--- src/rtl/mesm6_mem_arbiter.sv ---
// Arbitrates the MESM-6 instruction-fetch and data buses onto one single-port
// 48-bit word memory; registered outputs, one-cycle done, timeout abort.
module mesm6_mem_arbiter #(
    parameter int unsigned FAIR    = 1,
    parameter int unsigned TIMEOUT = 255
) (
    input  logic        clk,
    input  logic        reset,
    input  logic        ibus_fetch,
    input  logic [14:0] ibus_addr,
    output logic [47:0] ibus_input,
    output logic        ibus_done,
    input  logic        dbus_read,
    input  logic        dbus_write,
    input  logic [14:0] dbus_addr,
    input  logic [47:0] dbus_output,
    output logic [47:0] dbus_input,
    output logic        dbus_done,
    output logic        mem_req,
    output logic        mem_we,
    output logic [14:0] mem_addr,
    output logic [47:0] mem_wdata,
    input  logic [47:0] mem_rdata,
    input  logic        mem_ack,
    output logic        bus_error
);

    typedef enum logic [1:0] {S_IDLE, S_ACCESS, S_DONE} state_t;

    localparam logic        FAIR_EN = (FAIR != 0);
    localparam logic        TO_EN   = (TIMEOUT != 0);
    localparam logic [15:0] TO_LAST = 16'((TIMEOUT == 0) ? 0 : TIMEOUT - 1);

    state_t      state_q, state_d;
    logic        gnt_q, gnt_d;          // 1 = dbus owns the current access
    logic        last_q, last_d;        // 1 = dbus was granted last
    logic [15:0] cnt_q, cnt_d;
    logic        req_q, req_d;
    logic        we_q, we_d;
    logic [14:0] addr_q, addr_d;
    logic [47:0] wdata_q, wdata_d;
    logic        idone_q, idone_d;
    logic        ddone_q, ddone_d;
    logic        err_q, err_d;
    logic [47:0] iin_q, iin_d;
    logic [47:0] din_q, din_d;

    logic        pend_i, pend_d, pick_d, expire;
    logic [47:0] rd_val;

    always_comb begin
        state_d = state_q;
        gnt_d   = gnt_q;
        last_d  = last_q;
        cnt_d   = cnt_q;
        req_d   = req_q;
        we_d    = we_q;
        addr_d  = addr_q;
        wdata_d = wdata_q;
        idone_d = 1'b0;
        ddone_d = 1'b0;
        err_d   = 1'b0;
        iin_d   = iin_q;
        din_d   = din_q;

        pend_i = ibus_fetch;
        pend_d = dbus_read | dbus_write;
        // dbus wins unless both pend under fair mode and dbus had the last grant
        pick_d = pend_d & ~(pend_i & FAIR_EN & last_q);
        expire = TO_EN & (cnt_q == TO_LAST);
        rd_val = mem_ack ? mem_rdata : '0;

        unique case (state_q)
            S_IDLE: begin
                if (pend_i | pend_d) begin
                    gnt_d   = pick_d;
                    addr_d  = pick_d ? dbus_addr : ibus_addr;
                    we_d    = pick_d & dbus_write;
                    if (pick_d & dbus_write)
                        wdata_d = dbus_output;
                    cnt_d   = '0;
                    req_d   = 1'b1;
                    state_d = S_ACCESS;
                end
            end
            S_ACCESS: begin
                if (mem_ack | expire) begin
                    req_d   = 1'b0;
                    err_d   = ~mem_ack;
                    idone_d = ~gnt_q;
                    ddone_d = gnt_q;
                    if (!we_q) begin
                        if (gnt_q) din_d = rd_val;
                        else       iin_d = rd_val;
                    end
                    state_d = S_DONE;
                end else begin
                    cnt_d = cnt_q + 16'd1;
                end
            end
            S_DONE: begin
                last_d  = gnt_q;
                state_d = S_IDLE;
            end
            default: state_d = S_IDLE;
        endcase
    end

    always_ff @(posedge clk) begin
        if (reset) begin
            state_q <= S_IDLE;
            gnt_q   <= 1'b0;
            last_q  <= 1'b0;
            cnt_q   <= '0;
            req_q   <= 1'b0;
            we_q    <= 1'b0;
            addr_q  <= '0;
            wdata_q <= '0;
            idone_q <= 1'b0;
            ddone_q <= 1'b0;
            err_q   <= 1'b0;
            iin_q   <= '0;
            din_q   <= '0;
        end else begin
            state_q <= state_d;
            gnt_q   <= gnt_d;
            last_q  <= last_d;
            cnt_q   <= cnt_d;
            req_q   <= req_d;
            we_q    <= we_d;
            addr_q  <= addr_d;
            wdata_q <= wdata_d;
            idone_q <= idone_d;
            ddone_q <= ddone_d;
            err_q   <= err_d;
            iin_q   <= iin_d;
            din_q   <= din_d;
        end
    end

    assign mem_req    = req_q;
    assign mem_we     = we_q;
    assign mem_addr   = addr_q;
    assign mem_wdata  = wdata_q;
    assign ibus_done  = idone_q;
    assign dbus_done  = ddone_q;
    assign bus_error  = err_q;
    assign ibus_input = iin_q;
    assign dbus_input = din_q;

endmodule
--- config.mk ---
export PLATFORM = sky130hd
export DESIGN_NAME = mesm6_mem_arbiter
export DESIGN_NICKNAME = d
export VERILOG_FILES = /design/src/rtl/mesm6_mem_arbiter.sv
export SDC_FILE = /design/constraint.sdc
export NUM_CORES = 1
export LEC_CHECK = 0
export BUFFER_PORTS_ARGS = -buffer_cell sky130_fd_sc_hd__buf_4
export CORE_ASPECT_RATIO = 1.25
export CORE_MARGIN = 2
export CORE_UTILIZATION = 40
export CTS_CLUSTER_SIZE = 25
export DETAILED_ROUTE_END_ITERATION = 10
export PLACE_DENSITY_LB_ADDON = 0.08
export SYNTH_ARGS = -nofsm -noshare
export SYNTH_HDL_FRONTEND = slang
export SYNTH_SLANG_ARGS = --single-unit
--- constraint.sdc ---
create_clock -name clk -period 4.2 [get_ports clk]
set_clock_uncertainty 0.1 [all_clocks]
set_input_delay 0.63 -clock clk [delete_from_list [all_inputs] [get_ports clk]]
set_output_delay 0.63 -clock clk [all_outputs]
set_load 0.01 [all_outputs]
==> run summary, run 1 <==
Min-delay worst type = in -> reg
Synth-to-Final Area Change = 40.9%
Sequential cell area fraction in the yosys report = 0.526
Max_cap viols = 0
Internal power = 2.96 mW
Relative slew slack = 0.238
WL/cell = 15.4 um
# setup viols final = 0
Crit Path Max Fanout = 48
Measured slew at the worst slew-check pin = 1.14 ns
Width of the die = 122 um
Fillers = 1,714
Final wirelength = 20,600 um
CTS H-tree depth = 4
Final critical-path share of the clock period = 0.626
CP Launch Type = flip-flop
CP Data Required Time = 4.45 ns
Top post-synthesis cells by area = dfxtp_1 (53%), a21oi_1 (11%), nand2_1 (11%)
DR vias = 6,767
Remaining antenna violation count = 0
Clock power frac = 0.414
Initial core utilization = 0.405
Final nets = 1,234
Total GRT Usage = 0.219
Switching Fraction = 0.263
I/O Buffers = 295
Syn Nets = 982
Core area = 17,300 um2
Buffers inserted by post-CTS timing repair = 0
Dominant cell type by area after synthesis = dfxtp_1
Setup TNS = 0 ns
Vias in the first global route = 6,338
Remaining Overflow, GRT = 0
Clk root buf = clkbuf_16
Vias per cell = 5.06
Mean Syn Cell Area = 8.25 um2
Post-synth EDFFs = 0
Post-synthesis async set-or-reset flop share = 0
Num rows = 54
CTS Buf Count = 17
Ant. Diodes = 0
I/O pin cnt = 296
Ys Warns = 0
Comb pwr share = 0.124
Yosys cell types = 43
Post-route DRC = 0
Hold buffer count at CTS = 0
Unrepaired setup endpoints after global routing = false
Worst VDD drop = 211 uV
Outcome = finished, final reports clean
Seq cells post-synth = 184
Initial antenna violation count = 0
Commonest non-fill, non-tap cell in the layout = buf_4
Sequential Power Share = 0.462
Detailed-routed wire length on met3 = 2000 um
Max Clock Freq = 0.380 GHz
Net Switching = 1.05 mW
First-pass GRT wire length = 32,700 um
GP Congestion = 0.801
Met2 routed WL = 9790 um
CTS tree = done
Crit path time final = 2.63 ns
Fraction of layout cells with a size suffix above 1 = 0.309
Detailed Place HPWL = 13,700 um
CP arrival = 2.88 ns
Die area = 18,600 um2
Hold Fails Final Rpt = 0
Main synth FF type = dfxtp_1
Sink Count = 184
Crit. End Element = flip-flop
Critical path class = reg -> reg
Share of Yosys cell area claimed by the top area cell type = 0.526
Post-Synthesis Cell Area = 7000 um2
Worst skew pair latency = 0.42 ns
Drt first-iter violations = 523
Reg clk slew, reported paths = 0.07 ns
Largest net degree at the start of global routing = 98
CTS resizes = 0
P_leak = 4.06 nW
Power per cell area = 407 nW/um2
Tot Pwr = 4.02 mW
Max-slew violations = 0
Metal-1 WL = 8470 um
Top Metal Used = met4
Clk buf depth = 2
TritonRoute pass-1 iters = 4
Die height = 152 um
Most frequent cells in the layout = buf_4 (302), nand2_1 (202), dfxtp_1 (184)
Post-Syn Instances = 848
## layout make-up
class,count,area [um2],share of cell area
Clock buffer,18,439,0.0445
Clock inverter,14,174,0.0176
Inverter,5,18.8,0.00190
Multi-Input combinational cell,590,3000,0.304
Sequential cell,184,3680,0.374
Tap cell,224,280,0.0284
Timing Repair Buffer,302,2270,0.230
## registers in the layout, indices dropped and copies added (netlist names)
register	cells
dbus_done	1
ibus_input	48
mem_wdata	48
gnt_q	1
mem_we	1
ibus_done	1
cnt_q	16
dbus_input	48
state_q	2
bus_error	1
last_q	1
mem_addr	15
mem_req	1
## worst max-delay path, cell delays in order (launching register included)
cell and delay, ns:
dfxtp_1 0.38, inv_1 0.07, ha_1 0.20, and4bb_1 0.19, a41oi_2 0.59, or4_1 0.20
buf_4 0.46, nand2_1 0.14, a21oi_1 0.17
## synth_stat cells, types with 2 or more instances
cell type / instances
nor3_1: 4
nand4_1: 2
nand2b_1: 4
mux2i_1: 16
or3_1: 3
o31ai_1: 6
a311o_1: 3
buf_2: 16
nor2_1: 25
and3_1: 4
a21oi_1: 154
nor4b_1: 3
ha_1: 2
nor2b_1: 2
a211oi_1: 16
nor4_1: 3
buf_4: 3
nand2_1: 202
o21ai_0: 13
buf_1: 3
a31oi_1: 3
dfxtp_1: 184
and4bb_1: 2
clkbuf_1: 43
nand3_1: 106
buf_6: 4
inv_1: 5
or4_1: 2
## worst paths after layout
kind / from / to / slack [ns] / cells after the start
worst max-delay path: cnt_q[0] / ibus_input[27] / 1.57 / 8
worst min-delay path: dbus_output[41] / mem_wdata[41] / 0.34 / 3
worst max register to register: cnt_q[0] / ibus_input[27] / 1.57 / 8
worst min register to register: ibus_input[0] / ibus_input[0] / 0.35 / 2
## power by group through the flow
stage	combinational, mW	clock [mW]	sequential (mW)
final	0.497	1.66	1.86
after global placement	0.502	0	1.89
after detailed placement	0.504	0	1.90
after global routing	0.548	1.77	1.87
after floorplan	0.212	0	1.92
after CTS	0.504	1.71	1.86
## per-layer routing
metal  GRT usage  vias up
li1            -     3419
met1       0.274     3086
met2       0.349      245
met3      0.0822       17
met4      0.0695        0
met5           0        -
## logic make-up (layout without fill, tap and decap cells)
group	count (synthesis)	after routing	synth area share
xor+xnor	1	1	0.00125
buf+inv	74	339	0.0485
simple gates	372	372	0.241
mux	17	17	0.0245
compound gates	198	198	0.154
flops	184	184	0.526
fa+ha+maj	2	2	0.00358
## metrics by stage
stage	instances	area, um2	hold WS (ns)	worst slack (ns)	util
2_1_floorplan	848	7000	0.349	2.10	-
5_1_grt	1337	9860	0.327	1.37	0.570
6_report	1337	9860	0.340	1.57	0.570
3_5_place_dp	1305	9250	0.347	1.33	0.535
4_1_cts	1337	9860	0.323	1.57	0.570
3_3_place_gp	1305	9250	0.342	1.35	0.535
Note: power is estimated with default switching activity, not from simulation.
==> inputs of run 2 (changes only) <==
clock period = 2.6 ns   (was 4.2 ns; I/O delays follow)
==> run 2 against run 1 <==
  * Die area unchanged
  * Via count down 0.41%
  * Sequential share of layout area down 0.17 points
  * Design area up 0.47%
  * Power up 57%
  * Global-route usage down 0.53 points
  * Count of clock-buffer cells in the layout up 2
  * Non-clock buffer count up 6
  * Hold slack worse by 0.22 ns
  * Critical path depth unchanged
  * Combinational power up 65%
  * First-iteration DRC count down 17%
==> run summary, run 2 (synthesis results as in run 1) <==
Sequential Power Share = 0.476 (+0.014)
Core area = 17,300 um2 (unchanged)
Switching Fraction = 0.255 (-0.00785)
Ant. Diodes = 0 (unchanged)
Relative slew slack = 0.277 (+0.0395)
Die area = 18,600 um2 (unchanged)
Final critical-path share of the clock period = 0.903 (+0.277)
Max_cap viols = 0 (unchanged)
# setup viols final = 0 (unchanged)
TritonRoute pass-1 iters = 4 (unchanged)
Num rows = 54 (unchanged)
Synth-to-Final Area Change = 41.6%
Worst VDD drop = 462 uV (+120%)
Place WS = 0.137 ns (-1.20 ns)
Hold Fails Final Rpt = 0 (unchanged)
Post-route DRC = 0 (unchanged)
Worst skew pair latency = 0.41 ns (about the same)
Max Clock Freq = 0.426 GHz (+12%)
Reg2reg start = cnt_q[0]
Net Switching = 1.60 mW (+52%)
Register-to-register setup slack = 0.25 ns (-1.32 ns)
Power per cell area = 636 nW/um2 (+56%)
Crit Path Max Fanout = 9 (-81%)
CP Launch Type = flip-flop
Final wirelength = 20,200 um (-1.6%)
I/O pin cnt = 296 (unchanged)
Fillers = 1,690 (-1.4%)
Tot Pwr = 6.30 mW (+57%)
Critical path class = reg -> reg
Most frequent cells in the layout = buf_4 (305), nand2_1 (202), dfxtp_1 (184)
CP Data Required Time = 2.85 ns (-1.60 ns)
Setup ws final = 0.252 ns (-1.32 ns)
CTS H-tree depth = 4 (unchanged)
CTS tree = done
Total GRT Usage = 0.214 (-0.00526)
Reg clk slew, reported paths = 0.07 ns (about the same)
Clk root buf = clkbuf_16
DR vias = 6,739 (-0.41%)
Crit. End Element = flip-flop
WHS Endpoint = mem_wdata[12]
Crit path time final = 2.35 ns (-0.282 ns)
Hold wc startpoint = dbus_output[12]
R2r worst-path depth = 8 (unchanged)
CTS Buf Count = 17 (unchanged)
CP arrival = 2.59 ns (-0.29 ns)
Largest net degree at the start of global routing = 98 (unchanged)
RR Endpoint = cnt_q[12]
Commonest non-fill, non-tap cell in the layout = buf_4
Remaining Overflow, GRT = 0 (unchanged)
Max-slew violations = 0 (unchanged)
Die height = 152 um (unchanged)
Vias per cell = 5.02 (-0.86%)
GP Congestion = 0.826 (+3.2%)
Vias in the first global route = 6,170 (-2.7%)
Worst Setup SP = cnt_q[0]
Remaining antenna violation count = 0 (unchanged)
Outcome = finished, final reports clean
Initial antenna violation count = 0 (unchanged)
Comb pwr share = 0.130 (+0.006)
I/O Buffers = 295 (unchanged)
Min-delay worst type = in -> reg
Internal power = 4.69 mW (+58%)
Drt first-iter violations = 433 (-17%)
P_leak = 4.07 nW (+0.39%)
Sink Count = 184 (unchanged)
Setup TNS = 0 ns (unchanged)
Fraction of layout cells with a size suffix above 1 = 0.313 (+0.00370)
Measured slew at the worst slew-check pin = 1.08 ns (-0.0555 ns)
Clk buf depth = 2 (unchanged)
Hold_ws = 0.115 ns (-0.225 ns)
Hold buffer count at CTS = 0 (unchanged)
First-pass GRT wire length = 31,900 um (-2.4%)
Width of the die = 122 um (unchanged)
Clock power frac = 0.393 (-0.021)
WL/cell = 15.1 um (-2.0%)
Detailed Place HPWL = 13,600 um (-0.25%)
Final nets = 1,240 (+0.49%)
Initial core utilization = 0.405 (unchanged)
Hold path cells = 3 (unchanged)
Unrepaired setup endpoints after global routing = false
[run 2: cell types whose count changed in the layout (fill, tap and decap cells not counted), sizes merged]
cell | previous run | this run
buf | 302 | 308
clkinvlp | 1 | 3
bufinv | 2 | 1
inv | 14 | 8
clkinv | 2 | 5
clkbuf | 18 | 20
[run 2: what timing repair did]
item,CTS,global route
hold endpoints to repair,0,0
gates resized for setup,0,1
setup buffers,0,0
endpoints found under the setup margin,0,7
[run 2: worst max path at each step]
| stage | end |
|---|---|
| after floorplan | cnt_q[12] |
| after global placement | cnt_q[9] |
| after detailed placement | cnt_q[9] |
| after CTS | cnt_q[7] |
| after global routing | cnt_q[12] |
| final | cnt_q[12] |
[run 2: cell type report]
cell class | count | area (um2) | area share
repair buffers | 308 | 2350 | 0.237
flip-flops and latches | 184 | 3680 | 0.372
clock inverters | 12 | 115 | 0.0116
inverters | 5 | 18.8 | 0.00189
clock buffers | 20 | 457 | 0.0461
well taps | 224 | 280 | 0.0283
multi-input cells | 590 | 3000 | 0.303
[run 2: routing by layer]
metal  wire, um  GRT usage
met1       8550      0.272
met4        346     0.0777
met3       1840     0.0728
met2       9510      0.336
met5          0          0
[run 2: critical path, cell delays in order (launching register included)]
cell,delay [ns]
dfxtp_1,0.39
inv_1,0.08
ha_1,0.20
and4bb_1,0.19
a41oi_2,0.26
buf_4,0.24
nand2_2,0.14
or4_1,0.55
a21oi_1,0.14
[run 2: through the flow]
| stage | utilization | instance area [um2] | cells |
|---|---|---|---|
| global placement | 0.539 | 9330 | 1311 |
| global route | 0.573 | 9910 | 1343 |
| detailed placement | 0.539 | 9330 | 1311 |
| finish | 0.573 | 9910 | 1343 |
| floorplan | - | 7000 | 848 |
| CTS | 0.572 | 9900 | 1343 |
[run 2: power by group through the flow]
stage | Combinational (mW) | Sequential (mW) | Clock (mW)
after floorplan | 0.342 | 3.11 | 0
after global placement | 0.827 | 3.06 | 0
after detailed placement | 0.829 | 3.06 | 0
after CTS | 0.829 | 3.00 | 2.56
after global routing | 0.904 | 3.01 | 2.66
final | 0.820 | 3.00 | 2.48
